[config.mk]
export PLATFORM = sky130hd
export DESIGN_NAME = conv3d_stage
export DESIGN_NICKNAME = d
export VERILOG_FILES = /design/src/rtl/conv3d_stage.sv
export SDC_FILE = /design/constraint.sdc
export NUM_CORES = 2
export LEC_CHECK = 0
export BUFFER_PORTS_ARGS = -buffer_cell sky130_fd_sc_hd__buf_4
export CORE_UTILIZATION = 42
export DETAILED_ROUTE_END_ITERATION = 16
export GPL_TIMING_DRIVEN = 1
export HOLD_SLACK_MARGIN = 0.05
export PLACE_DENSITY = 0.66
export SLEW_MARGIN = 20
export SYNTH_ARGS = -nofsm -noshare
export SYNTH_HDL_FRONTEND = slang
export SYNTH_SLANG_ARGS = --single-unit
[constraint.sdc]
create_clock -name clk -period 12.5 [get_ports clk]
set_clock_uncertainty 0.1 [all_clocks]
set_input_delay 2.5 -clock clk [delete_from_list [all_inputs] [get_ports clk]]
set_output_delay 2.5 -clock clk [all_outputs]
set_load 0.1 [all_outputs]
[src/rtl/conv3d_stage.sv]
// 3x3xCH convolution stage: buffers a whole input tensor from BRAM, then walks
// every filter and output position with one serial multiply-accumulate.
module conv3d_stage #(
  parameter int DATA_W   = 17,
  parameter int IMG_H    = 8,
  parameter int IMG_W    = 8,
  parameter int CH       = 3,
  parameter int NUM_FILT = 4,
  parameter int ACC_W    = 35,
  localparam int N       = IMG_H * IMG_W * CH,
  localparam int IN_AW   = $clog2(N),
  localparam int W_AW    = $clog2(NUM_FILT * CH * 9),
  localparam int FILT_W  = (NUM_FILT > 1) ? $clog2(NUM_FILT) : 1,
  localparam int ROW_W   = (IMG_H > 3) ? $clog2(IMG_H - 2) : 1,
  localparam int COL_W   = (IMG_W > 3) ? $clog2(IMG_W - 2) : 1
) (
  input  logic                     clk,
  input  logic                     reset,
  input  logic                     start,
  input  logic                     relu_en,
  output logic                     busy,
  output logic                     done,
  output logic                     in_en,
  output logic [IN_AW-1:0]         in_addr,
  input  logic signed [DATA_W-1:0] in_data,
  output logic                     w_en,
  output logic [W_AW-1:0]          w_addr,
  input  logic signed [DATA_W-1:0] w_data,
  output logic                     out_valid,
  input  logic                     out_ready,
  output logic signed [ACC_W-1:0]  out_data,
  output logic [FILT_W-1:0]        out_filt,
  output logic [ROW_W-1:0]         out_row,
  output logic [COL_W-1:0]         out_col
);

  localparam int TAPS  = CH * 9;
  localparam int MC_W  = $clog2(TAPS + 1);
  localparam int LD_W  = $clog2(N + 1);
  localparam int CH_W  = (CH > 1) ? $clog2(CH) : 1;
  localparam int PROD_W = 2 * DATA_W;
  localparam int MAC_W = 2 * DATA_W + 5;
  localparam int SAT_W = (MAC_W > ACC_W) ? MAC_W : ACC_W;

  localparam logic signed [SAT_W-1:0] SAT_MAX = {{(SAT_W-ACC_W+1){1'b0}}, {(ACC_W-1){1'b1}}};
  localparam logic signed [SAT_W-1:0] SAT_MIN = ~SAT_MAX;
  localparam logic signed [ACC_W-1:0] ACC_MAX = {1'b0, {(ACC_W-1){1'b1}}};
  localparam logic signed [ACC_W-1:0] ACC_MIN = {1'b1, {(ACC_W-1){1'b0}}};

  typedef enum logic [2:0] {IDLE, LOAD, MAC, OUT, DONE} state_e;
  state_e state_q, state_d;

  logic [LD_W-1:0]          ld_cnt_q;
  logic                     ld_vld_q;
  logic [IN_AW-1:0]         ld_addr_q;
  logic [MC_W-1:0]          mac_cnt_q;
  logic [CH_W-1:0]          ch_q;
  logic [1:0]               kr_q, kc_q;
  logic                     mac_vld_q;
  logic [FILT_W-1:0]        f_q;
  logic [ROW_W-1:0]         row_q;
  logic [COL_W-1:0]         col_q;
  logic                     relu_q;
  logic signed [MAC_W-1:0]  acc_q, acc_d;
  logic signed [ACC_W-1:0]  res_q, res_d;
  logic signed [SAT_W-1:0]  acc_x;
  logic signed [PROD_W-1:0] prod;
  logic signed [DATA_W-1:0] pix_q;
  logic signed [DATA_W-1:0] buf_mem [N];
  logic [IN_AW-1:0]         buf_raddr;
  logic                     load_last, mac_last, last_out;

  assign load_last = (ld_cnt_q == LD_W'(N));
  assign mac_last  = (mac_cnt_q == MC_W'(TAPS));
  assign last_out  = (f_q == FILT_W'(NUM_FILT - 1)) && (row_q == ROW_W'(IMG_H - 3)) &&
                     (col_q == COL_W'(IMG_W - 3));
  assign buf_raddr = IN_AW'(((int'(row_q) + int'(kr_q)) * IMG_W + int'(col_q) + int'(kc_q)) * CH
                            + int'(ch_q));

  // NOTE: every signal driven here gets a default first, so no path leaves a latch behind.
  always_comb begin
    state_d   = state_q;
    busy      = 1'b0;
    done      = 1'b0;
    in_en     = 1'b0;
    in_addr   = '0;
    w_en      = 1'b0;
    w_addr    = '0;
    out_valid = 1'b0;
    case (state_q)
      IDLE: if (start) state_d = LOAD;
      LOAD: begin
        busy = 1'b1;
        if (!load_last) begin
          in_en   = 1'b1;
          in_addr = ld_cnt_q[IN_AW-1:0];
        end else begin
          state_d = MAC;
        end
      end
      MAC: begin
        busy = 1'b1;
        if (!mac_last) begin
          w_en   = 1'b1;
          w_addr = W_AW'(int'(f_q) * TAPS + int'(mac_cnt_q));
        end else begin
          state_d = OUT;
        end
      end
      OUT: begin
        busy      = 1'b1;
        out_valid = 1'b1;
        if (out_ready) state_d = last_out ? DONE : MAC;
      end
      DONE: begin
        busy    = 1'b1;
        done    = 1'b1;
        state_d = IDLE;
      end
      default: state_d = IDLE;
    endcase
  end

  // Products are exact and the accumulator has headroom for every tap; clamp only at the end.
  assign prod = pix_q * w_data;

  always_comb begin
    acc_d = acc_q;
    if (mac_vld_q) acc_d = acc_q + MAC_W'(prod);
    acc_x = SAT_W'(acc_d);
    if (acc_x > SAT_MAX)      res_d = ACC_MAX;
    else if (acc_x < SAT_MIN) res_d = ACC_MIN;
    else                      res_d = acc_x[ACC_W-1:0];
    if (relu_q && res_d[ACC_W-1]) res_d = '0;
  end

  // NOTE: state updates use non-blocking assignments so every register samples pre-edge values.
  always_ff @(posedge clk or negedge reset) begin
    if (!reset) begin
      state_q   <= IDLE;
      ld_cnt_q  <= '0;
      ld_vld_q  <= 1'b0;
      ld_addr_q <= '0;
      mac_cnt_q <= '0;
      ch_q      <= '0;
      kr_q      <= '0;
      kc_q      <= '0;
      mac_vld_q <= 1'b0;
      f_q       <= '0;
      row_q     <= '0;
      col_q     <= '0;
      relu_q    <= 1'b0;
      acc_q     <= '0;
      res_q     <= '0;
    end else begin
      state_q   <= state_d;
      ld_vld_q  <= in_en;
      ld_addr_q <= in_addr;
      mac_vld_q <= w_en;
      if (state_q == IDLE && start) relu_q <= relu_en;
      if (state_q == LOAD) ld_cnt_q <= load_last ? '0 : ld_cnt_q + LD_W'(1);
      if (state_q == MAC) begin
        acc_q     <= acc_d;
        mac_cnt_q <= mac_last ? '0 : mac_cnt_q + MC_W'(1);
        if (mac_last) res_q <= res_d;
      end
      if (state_d == MAC && state_q != MAC) acc_q <= '0;
      if (w_en) begin
        if (kc_q == 2'd2) begin
          kc_q <= 2'd0;
          if (kr_q == 2'd2) begin
            kr_q <= 2'd0;
            ch_q <= (ch_q == CH_W'(CH - 1)) ? '0 : ch_q + CH_W'(1);
          end else begin
            kr_q <= kr_q + 2'd1;
          end
        end else begin
          kc_q <= kc_q + 2'd1;
        end
      end
      if (state_q == OUT && out_ready && !last_out) begin
        if (col_q == COL_W'(IMG_W - 3)) begin
          col_q <= '0;
          if (row_q == ROW_W'(IMG_H - 3)) begin
            row_q <= '0;
            f_q   <= f_q + FILT_W'(1);
          end else begin
            row_q <= row_q + ROW_W'(1);
          end
        end else begin
          col_q <= col_q + COL_W'(1);
        end
      end
      if (state_q == DONE) begin
        f_q   <= '0;
        row_q <= '0;
        col_q <= '0;
      end
    end
  end

  // NOTE: the tensor buffer has no reset; each run rewrites all N entries before any read.
  always_ff @(posedge clk) begin
    if (ld_vld_q) buf_mem[ld_addr_q] <= in_data;
    if (w_en)     pix_q <= buf_mem[buf_raddr];
  end

  assign out_data = res_q;
  assign out_filt = f_q;
  assign out_row  = row_q;
  assign out_col  = col_q;

endmodule

Yosys cells after proc, flatten, opt, wreduce, memory -nomap -nowiden. Memory sizes are Yosys's and may differ from the RTL's. A register that Yosys moved wholly into a read port is not among the register bits. Cells that the tools add are included.

Flip-flop bits (word level): 115. RAM bits: 3264. Input bits: 39. Output and inout bits: 63. Word-level logic and storage cells: 109. Memories kept: 1.

Add/subtract/negate cells: 14. Multipliers: 3. Magnitude comparators: 2. Equal/unequal tests: 14. Mux-type cells: 41. Reductions and logical operators: 19.

Memories: buf_mem (words 192, bits a word 17, read ports 1, clocked after Yosys merged registers in 1, wr ports 1, line 69) `logic signed [DATA_W-1:0] buf_mem [N];`.

Operators with widths (number): $mux W39 (3); $mux W35 (3); $add A39 B34 Y39 (1); $gt A39 B35 Y1 const B (1); $lt A39 B35 Y1 const B (1); $mux W3 (12); $mul A17 B17 Y34 (1); $mux W8 (3); $mux W2 (7); $mux W7 (2); $pmux W3 S4 (1); $add A8 B2 Y9 (1); $eq A3 B2 Y1 const B (3); $eq A3 B3 Y1 const B (3); $mul A9 B2 Y8 const B (1); $mux W1 (9); $add A2 B1 Y2 const B (4); $add A7 B3 Y8 (1); $add A8 B1 Y8 const B (1); $add A8 B2 Y8 (1); $eq A2 B2 Y1 const B (4); $eq A8 B8 Y1 const B (1); $reduce_bool A2 Y1 (4); $add A7 B5 Y7 (1); 14 further kinds (24).

Depth between registers and ports, before layout.
Depth in word-level cells: 9. Gate-level depth with buffers: 29. Gate-level depth less buffers: 25.

Least setup slack after synthesis. OpenSTA, ideal clock, no wires.

Path type: in2reg. Start: in w_data[0]. End: reg res_q[12], in the netlist out_data[12]. Data arrival time: 9.113 ns. Setup slack: 3.212 ns. Cell stages on the path: 26. Buffers on the path: 3. Cells stage by stage: clkbuf_1 > nand2_1 > inv_1 > fa_1 > fa_1 > ha_1 > inv_1 > fa_1 > inv_1 > fa_1 > inv_1 > fa_1 > inv_1 > ha_1 > buf_4 > a21o_1 > a31oi_1 > o221a_2 > o22a_2 > o311ai_4 > o31a_1 > o311a_4 > a311oi_4 > buf_6 > a21oi_2 > o21ai_2.

Cells in the longest elaborated chain, start to end: 8.

Ends and longest elaborated chain: from (decl) (line 28) `input logic signed [DATA_W-1:0] w_data,`; $mul A17 B17 Y34 * (line 125) `assign prod = pix_q * w_data;`; $add A39 B34 Y39 * (line 129) `if (mac_vld_q) acc_d = acc_q + MAC_W'(prod);`; $mux W39 * (line 129); $lt A39 B35 Y1 (line 132) `else if (acc_x < SAT_MIN) res_d = ACC_MIN;`; $mux W35 (line 132); $mux W35 * (line 131) `if (acc_x > SAT_MAX) res_d = ACC_MAX;`; $logic_and A1 B1 Y1 (line 134) `if (relu_q && res_d[ACC_W-1]) res_d = '0;`; $mux W35 * (line 134); to (signal assigned) (line 165) `if (mac_last) res_q <= res_d;`; to (decl) (line 65) `logic signed [ACC_W-1:0] res_q, res_d;`.

Every way passes the cells marked *; elsewhere a longest branch is shown, timed or not. A chain may end at the register's enable or synchronous reset.

Worst setup path in the final report.
Start: in w_data[2]. End: reg res_q[3], in the netlist out_data[3].

Same word-level chain as after synthesis.

==> out/results.ini <==
[status]
status=finished clean

[synth]
synth_cell_type_count=73
synth-edff-count=3281
synth_xor_area_share_pct=0.372
synth_compound_area_share_pct=1.59
ys_seq_area_share_pct=70.0
ys_warn_count=0
synth_top_family_by_area=multiplexers
synthMuxAreaShare_pct=16.4
synth-async-reset-ratio_pct=3.39
synth-seq-cells=3396
yosys.area_share.simple_pct=2.97
synth_area_um2=145000
synth_cells=7157
syn_nets=7714
synth_fa_ha_area_share_pct=6.43
synth_flop_cell=edfxtp_1
syn_avg_cell_area_um2=20.2

[cells_and_area]
mostFrequentLayoutCell=edfxtp_1
area_growth_pct=12.9
layoutNonFillerInstCount=12400
final_cell_mix=edfxtp_1, mux4_2, inv_1
final_area_um2=164000
drive_gt1_share_pct=27.5
fin_nets=8080

[routing]
drt-pass1-iter-count=6
drt-vias-per-instance=5.81
wire_per_inst_um=29.4
drt-total-wl_um=363000
dr.first_iter.drc_count=9095
vias=71800
ant_nets=0
drc_errors=0

[timing]
setup_viol=0
hold_violations=0
fmaxAchievable_mhz=105
max_slew.worst_pin.slew_ns=1.28
finalCritPeriodShare_pct=76.4
slew_headroom_pct=14.4
timing.final.ws_setup_ns=2.95
final_max_slew_viol_count=0
rsz0062_at_grt=no
fin_setup_tns_ns=0
min_period_ns=9.55

[run]
maxCapViolCount=0

[floorplan]
die_area_um2=347000
die_h_um=589
initial_core_util_pct=42.2
dieWidth_um=589
io_pins=102
std_cell_rows=215
core_area_um2=343000

[grt]
grt_max_degree=130
grt_overflow=0
grt_pass1_wl_um=527000
track_usage_pct=20.9
grt_pass1_vias=73700
antenna_found_initial=18

[critical_path]
criticalPathCategory=primary input to flip-flop
reg2reg_to=out_data[3]
r2r-start=pix_q[16]
arrival_ns=10.12
ff2ff_path_depth=23
rrSetupSlack_ns=4.14
endpoint_kind=flip-flop
startpoint_type=primary input
worstPathRequired_ns=13.07
path_max_fanout=34

[cts]
cts_sinks=3396
cts_resized=0
insertion_delay_ns=0.90
htree_levels=5
path_clk_slew_ns=0.07
cts_made_buffers=339
cts_buffer_depth=4
root_buffer=clkbuf_16
tritoncts=yes
post_cts_buffers=0
hold_buffers=0

[min_path]
hold-path-endpoint=acc_q[36]
hold-path-cell-count=1
min-delay-start=acc_q[36]
hold_path.class=flip-flop to flip-flop

[placed_design]
dp_cells=11700
port_buffers=101
routabilityCongestion=0.848
place_ws_ns=2.10
post_dp_cell_area_um2=153000
dp_hpwl_um=216000

-- sequential cells by signal, summed over array words and instances, names as in the netlist --
signal and cells:
buf_mem 3264, acc_q 39, out_data 35, pix_q 17, ld_addr_q 8, ld_cnt_q 8
mac_cnt_q 5, out_col 3, out_row 3, state_q 3, ch_q 2, kc_q 2
kr_q 2, out_filt 2, ld_vld_q 1, mac_vld_q 1, relu_q 1
-- metrics by stage --
stage          util [%]  hold slack [ns]
6_report           47.7            0.412
5_1_grt            47.7            0.443
4_1_cts            47.6            0.413
3_5_place_dp       44.5            0.393
3_3_place_gp       44.5            0.395
2_1_floorplan         -            0.371
-- cell type report --
cell class | instances | area, um^2
flip-flops and latches | 3396 | 101000
multi-input cells | 2947 | 40900
repair buffers | 382 | 3100
well taps | 4557 | 5700
diodes | 4 | 10.0
fillers | 28000 | 180000
clock inverters | 200 | 1820
inverters | 457 | 1720
clock buffers | 410 | 8960
-- cell usage after synthesis, types with 3 or more instances --
library cell,count,area share (%)
fa_1,377,5.2
a21o_1,17,0.088
or2_2,3,0.013
a311oi_1,16,0.097
xnor2_1,46,0.28
mux4_2,1038,16
o21a_1,5,0.026
nand3_1,56,0.19
nand2b_1,7,0.030
a31oi_1,14,0.060
buf_2,100,0.35
o21ai_2,30,0.18
nor2_1,259,0.67
buf_6,6,0.047
a21oi_2,31,0.19
edfxtp_1,3281,68
a211oi_1,7,0.036
dfrtp_1,115,2.0
buf_1,15,0.039
o21ai_0,71,0.25
nand3b_1,3,0.016
nand4_1,24,0.10
o22ai_1,4,0.017
clkbuf_1,233,0.60
a21oi_1,90,0.31
buf_4,3,0.016
o21bai_1,8,0.041
o31ai_1,3,0.016
inv_1,457,1.2
nor3_1,17,0.059
ha_1,141,1.2
nand2_1,381,0.99
mux2_2,7,0.054
and2_1,141,0.61
mux2i_1,35,0.24
and3_1,23,0.099
a22o_1,4,0.024
nor2b_1,33,0.14
xor2_1,13,0.079
-- cell families (layout without fill, tap and decap cells) --
kind of cell	count (synthesis)	in the layout
other	0	4
adder cells (fa/ha/maj)	518	518
AND/OR/NAND/NOR	957	957
multiplexers	1080	1080
buffers and inverters	814	1449
XOR/XNOR	60	60
AO/OA/AOI/OAI	332	332
flip-flops	3396	3396
-- worst max path at each step --
stage                               to  startpoint  slack [ns]  depth (start not counted)
after floorplan           out_data[12]   w_data[0]        3.21                         26
after global placement     out_data[0]   w_data[2]        2.26                         23
after detailed placement   out_data[3]   w_data[2]        2.10                         23
after CTS                  out_data[3]   w_data[2]        2.99                         23
after global routing       out_data[0]   w_data[2]        2.53                         23
final                      out_data[3]   w_data[2]        2.95                         23
-- worst max-delay path, stage by stage --
cell,delay (ns)
buf_4,0.19
nand2_1,0.18
fa_1,0.75
inv_1,0.14
fa_1,0.80
inv_1,0.21
fa_1,0.62
inv_1,0.12
fa_1,0.48
fa_1,0.50
inv_1,0.05
fa_1,0.47
inv_1,0.04
ha_1,0.37
nand2_1,0.13
o21ai_0,0.31
nor2_1,0.12
o311ai_2,0.12
a31oi_1,0.20
o31ai_1,0.58
or2_1,0.20
o31a_2,0.83
o21ai_0,0.19
-- metal layers --
| metal | up-vias | part of all wire (%) | global-route usage (%) |
|---|---|---|---|
| met2 | 3391 | 48 | 33.6 |
| li1 | 29100 | - | - |
| met5 | - | 0.0074 | 0 |
| met1 | 38800 | 40 | 29.3 |
| met3 | 556 | 9.2 | 4.08 |
| met4 | 4 | 3.1 | 6.05 |
Power is not shown: default switching activity piles up to over one toggle a cycle in this logic, so the estimate is an artifact.
